==> src/rtl/fifo_stream_reader.sv <==
// fifo_stream_reader: drives a read-pulse FIFO and re-emits its words on a
// framed valid/ready stream through a 3-entry skid buffer.
module fifo_stream_reader #(
    parameter int DATA_WIDTH   = 8,
    parameter int PKT_LEN      = 4,
    parameter int IDLE_BACKOFF = 3
) (
    input  logic                  clk,
    input  logic                  reset,
    input  logic                  enable,
    output logic                  rd_en,
    input  logic [DATA_WIDTH-1:0] rd_data,
    input  logic                  rd_val,
    output logic [DATA_WIDTH-1:0] m_data,
    output logic                  m_valid,
    output logic                  m_last,
    input  logic                  m_ready,
    output logic [15:0]           pkt_cnt,
    output logic                  busy
);
    logic [1:0]            r_inflight, r_occ, r_wr_ptr, r_rd_ptr;
    logic [15:0]           r_backoff, r_word_idx, r_pkt_cnt;
    logic [DATA_WIDTH-1:0] r_buf [3];
    logic                  w_resp, w_push, w_pop, w_last;

    // A response is only meaningful in the cycle right after a read request.
    assign w_resp  = r_inflight != 2'd0;
    assign w_push  = w_resp & rd_val;
    assign m_valid = r_occ != 2'd0;
    assign w_pop   = m_valid & m_ready;
    assign w_last  = r_word_idx == 16'(PKT_LEN - 1);
    assign rd_en   = ~reset & enable & (r_backoff == 16'd0) &
                     (({1'b0, r_occ} + {1'b0, r_inflight}) < 3'd3);
    assign m_data  = m_valid ? r_buf[r_rd_ptr] : '0;
    assign m_last  = m_valid & w_last;
    assign pkt_cnt = r_pkt_cnt;
    assign busy    = (r_inflight != 2'd0) | m_valid;

    always_ff @(posedge clk) begin
        if (w_push) r_buf[r_wr_ptr] <= rd_data;
    end

    always_ff @(posedge clk or posedge reset) begin
        if (reset) begin
            r_inflight <= '0;
            r_occ      <= '0;
            r_wr_ptr   <= '0;
            r_rd_ptr   <= '0;
            r_backoff  <= '0;
            r_word_idx <= '0;
            r_pkt_cnt  <= '0;
        end else begin
            r_inflight <= r_inflight + {1'b0, rd_en} - {1'b0, w_resp};
            r_occ      <= r_occ + {1'b0, w_push} - {1'b0, w_pop};
            if (w_push) r_wr_ptr <= (r_wr_ptr == 2'd2) ? 2'd0 : r_wr_ptr + 2'd1;
            if (w_pop) r_rd_ptr <= (r_rd_ptr == 2'd2) ? 2'd0 : r_rd_ptr + 2'd1;
            if (w_resp & ~rd_val) r_backoff <= 16'(IDLE_BACKOFF);
            else if (r_backoff != 16'd0) r_backoff <= r_backoff - 16'd1;
            if (w_pop) r_word_idx <= w_last ? 16'd0 : r_word_idx + 16'd1;
            if (w_pop & w_last) r_pkt_cnt <= r_pkt_cnt + 16'd1;
        end
    end
endmodule
==> config.mk <==
export PLATFORM = sky130hd
export DESIGN_NAME = fifo_stream_reader
export DESIGN_NICKNAME = d
export VERILOG_FILES = /design/src/rtl/fifo_stream_reader.sv
export SDC_FILE = /design/constraint.sdc
export NUM_CORES = 1
export LEC_CHECK = 0
export ABC_AREA = 1
export CAP_MARGIN = 20
export CORE_UTILIZATION = 52
export DETAILED_ROUTE_END_ITERATION = 6
export PLACE_DENSITY = 0.8
export SYNTH_ARGS = -nofsm -noshare
export SYNTH_HDL_FRONTEND = slang
export SYNTH_SLANG_ARGS = --single-unit
==> constraint.sdc <==
create_clock -name clk -period 2.16 [get_ports clk]
set_clock_uncertainty 0.2 [all_clocks]
set_input_delay 0.432 -clock clk [delete_from_list [all_inputs] [get_ports clk]]
set_output_delay 0.432 -clock clk [all_outputs]
set_load 0.05 [all_outputs]
==> key figures <==
Clock network
  – Root Buffer Master: clkbuf_8
  – Clock sink total: 80
  – Clock transition at the registers of the reported paths: roughly 0.090 ns
  – CTS tree: built
  – Clock buffer count from CTS: 9
  – Clock buffer depth: 2
  – H-Tree Depth: 3
  – Clock latency on the worst-skew pair: 0.37 ns
  – # hold bufs at CTS: 0

Logic synthesis
  – Mapped Area: approximately 4400 sq um
  – Post-synth cell types: 32
  – Mapped Nets: approximately 570
  – Top cell type's share of synthesized area: 0.3207
  – Post-synthesis register bit count: 80
  – Cell taking the most area after synthesis: dfrtp_1
  – Syn. warnings: 0
  – Dominant cells by area after synthesis: dfrtp_1 (32%), edfxtp_1 (16%), nand2_1 (13%), nand3_1 (7.2%), inv_1 (6.1%)
  – Synth Instances: between 500 and 600
  – Seq/Total Area, Yosys: 0.4857
  – Syn avg cell area: 8.046 sq um

Cells and area
  – Antenna Cells: 0
  – Share of cells above drive strength 1: 0.2579
  – Final std cells w/o fill: 737
  – Final nets: between 600 and 700
  – Area Growth Syn to Fin: 28.49%
  – Commonest non-fill, non-tap cell in the layout: nand2_1
  – Commonest non-fill, non-tap cells in the layout: nand2_1 (147), nand3_1 (61), nor2_1 (58), inv_1 (56), dfrtp_1 (54)
  – Final core occ: 0.6867

Run
  – Max-capacitance violation count: 0

Floorplanning
  – IO Pins: between 40 and 50
  – Height of the die: ~94 um
  – DIE AREA: about 8800 sq um
  – # rows: 33
  – Core area: 8175 sq um
  – Initial Utilization: 0.5344
  – Die X-Extent: approximately 94 um

STA
  – Final period utilization: 1.275
  – Fmax: about 360 MHz
  – RSZ-0062 raised after global routing: true
  – Fin. Hold Viols: 0
  – Slew HR: 0.7293
  – Slew @ Worst Pin: between 0.4 and 0.5 ns
  – Final setup violation count: 14
  – Fin crit period: 2.754 ns
  – Final setup margin: -0.5941 ns
  – Final Slew Violations: 0

Routing
  – Final WL: ~9.6 mm
  – Initial DRT Pass Iterations: 6
  – DR WL/cell: 12.99 um
  – # DRC: 0
  – Vias/cell: 5.107
  – Vias: 3,764
  – ANT nets after route: 0
  – Starting DRT DRC Count: 180

Setup path
  – Max stage delay on crit path: approximately 0.44 ns
  – Delay-heaviest family, CP: adder cells
  – Crit-path cells: ha_2 -> fa_1 -> a21oi_1 -> nand3b_1 -> nor3b_4 -> buf_12
  – CP max stage cell: fa_1
  – CP bufs+invs: 1
  – Worst setup SP type: flip-flop
  – CP Capture Type: output pin
  – Arrival time at the worst endpoint: ~2.1 ns
  – Critical Path Fanout Max: 2
  – WP data required: about 1.5 ns
  – Kind of critical path: reg2out

Outcome
  – Status: complete, but fails checks
  – Failing checks: setup timing

Placement
  – Pre-CTS setup slack: -0.1864 ns
  – Post-DP HPWL: about 6.4 mm
  – RD Place Congestion: 0.9134
  – Dpl cells: 702
  – IO Port Bufs: 40

Power
  – Pwr Density: 1122 nW/um^2
  – Peak supply drop: a little over 0.6 mV
  – Leakage power: roughly 2.7 nW

Global route
  – Initial antenna violation count: 0
  – Layer with the highest usage: met2
  – Grt ovf: 0
  – GR Layer Usage met2: 0.3658
  – Wire length of the first global-routing pass: between 15 and 20 mm
  – Largest net degree at the start of global routing: 27
  – Met3 usage: 0.04935
  – Total track usage: 0.2295
  – Grt met1 use: 0.3148
  – Vias in the first global route: 3,411

Worst hold path
  – Worst Hold Class: in2async
==> sequential cells by signal (all words and copies together) (netlist names) <==
signal      flops
r_inflight      2
r_backoff      16
r_occ           2
r_buf          24
r_word_idx     16
pkt_cnt        16
r_rd_ptr        2
r_wr_ptr        2
==> path summary, 6_finish.rpt <==
kind,cells after the start,startpoint,slack (ns),endpoint
max in group asynchronous,3,reset,1.10,r_word_idx[12]
min reg2reg,1,r_word_idx[14],0.28,r_word_idx[14]
min,2,reset,0.19,r_backoff[13]
min in group clk,1,r_word_idx[14],0.28,r_word_idx[14]
max reg2reg,9,r_inflight[0],-0.17,r_inflight[1]
max,6,r_inflight[0],-0.59,rd_en
==> routing by layer <==
metal,vias to the layer above,wire length [um],part of all wire
met5,-,0,0
met3,13,467,0.049
met1,1766,4431,0.46
li1,1878,-,-
met4,0,112,0.012
met2,107,4559,0.48
==> kinds of logic (layout without fill, tap and decap cells) <==
family                     Yosys count  count (layout)  share of synthesized area
AOI/OAI and AO/OA                   20              20                    0.02520
adders and majority gates            9               9                    0.02749
and+or+nand+nor                    330             330                     0.3425
buffers and inverters               86             175                    0.08305
DFF                                 80              80                     0.4857
xor gates and xnor gates            18              18                    0.03608
==> power by group <==
part	switching [mW]	internal, mW
Combinational	1.72	1.27
Clock	0.620	0.560
Sequential	0.283	1.84
Total	2.62	3.68
==> stage by stage <==
| stage | hold slack [ns] | instance area (sq um) | setup TNS, ns | total power [mW] |
|---|---|---|---|---|
| after global placement | 0.2596 | 5115 | -0.1605 | 4.579 |
| final | 0.1936 | 5614 | -1.699 | 6.299 |
| after global routing | 0.2147 | 5614 | -2.600 | 6.700 |
| after floorplan | 0.2416 | 4383 | -0.8100 | 3.725 |
| after detailed placement | 0.2670 | 5115 | -0.3565 | 4.668 |
| after CTS | 0.1971 | 5396 | -0.7350 | 5.930 |
==> layout make-up <==
cell class | count | area (sq um)
Timing Repair inverter | 2 | 13.76
Fill cell | 617 | 2561
Clock buffer | 9 | 123.9
Tap cell | 105 | 131.4
Multi-Input combinational cell | 377 | 2008
Sequential cell | 80 | 2125
Clock inverter | 7 | 86.33
Timing Repair Buffer | 79 | 824.5
Inverter | 78 | 301.5
==> synth_stat cells (all sizes together) <==
cell type and n:
a21oi 1, a31o 1, buf 8, clkinv 3
dfrtp 56, edfxtp 24, fa 1, ha 8
inv 75, nand2 167, nand3 67, nand3b 4
nand4 9, nor2 74, nor3 5, nor3b 1
o21ai 17, o21bai 1, or2 3, xnor2 9
xor2 9
==> worst reg2reg max path, stage by stage, from the launching register on <==
cell      delay [ns]
dfrtp_1         0.40
ha_2            0.20
fa_1            0.44
a21oi_1         0.14
nand3b_1        0.13
nor3b_4         0.26
buf_4           0.16
buf_6           0.09
ha_4            0.13
xnor2_2         0.09
==> repair_timing <==
item | CTS | global route
resized for setup | 12 | 42
buffers inserted | 4 | 13
endpoints found under the setup margin | 13 | 13
pin swaps | 2 | 12
gates cloned | 0 | 2
Note: power is estimated with default switching activity, not from simulation.
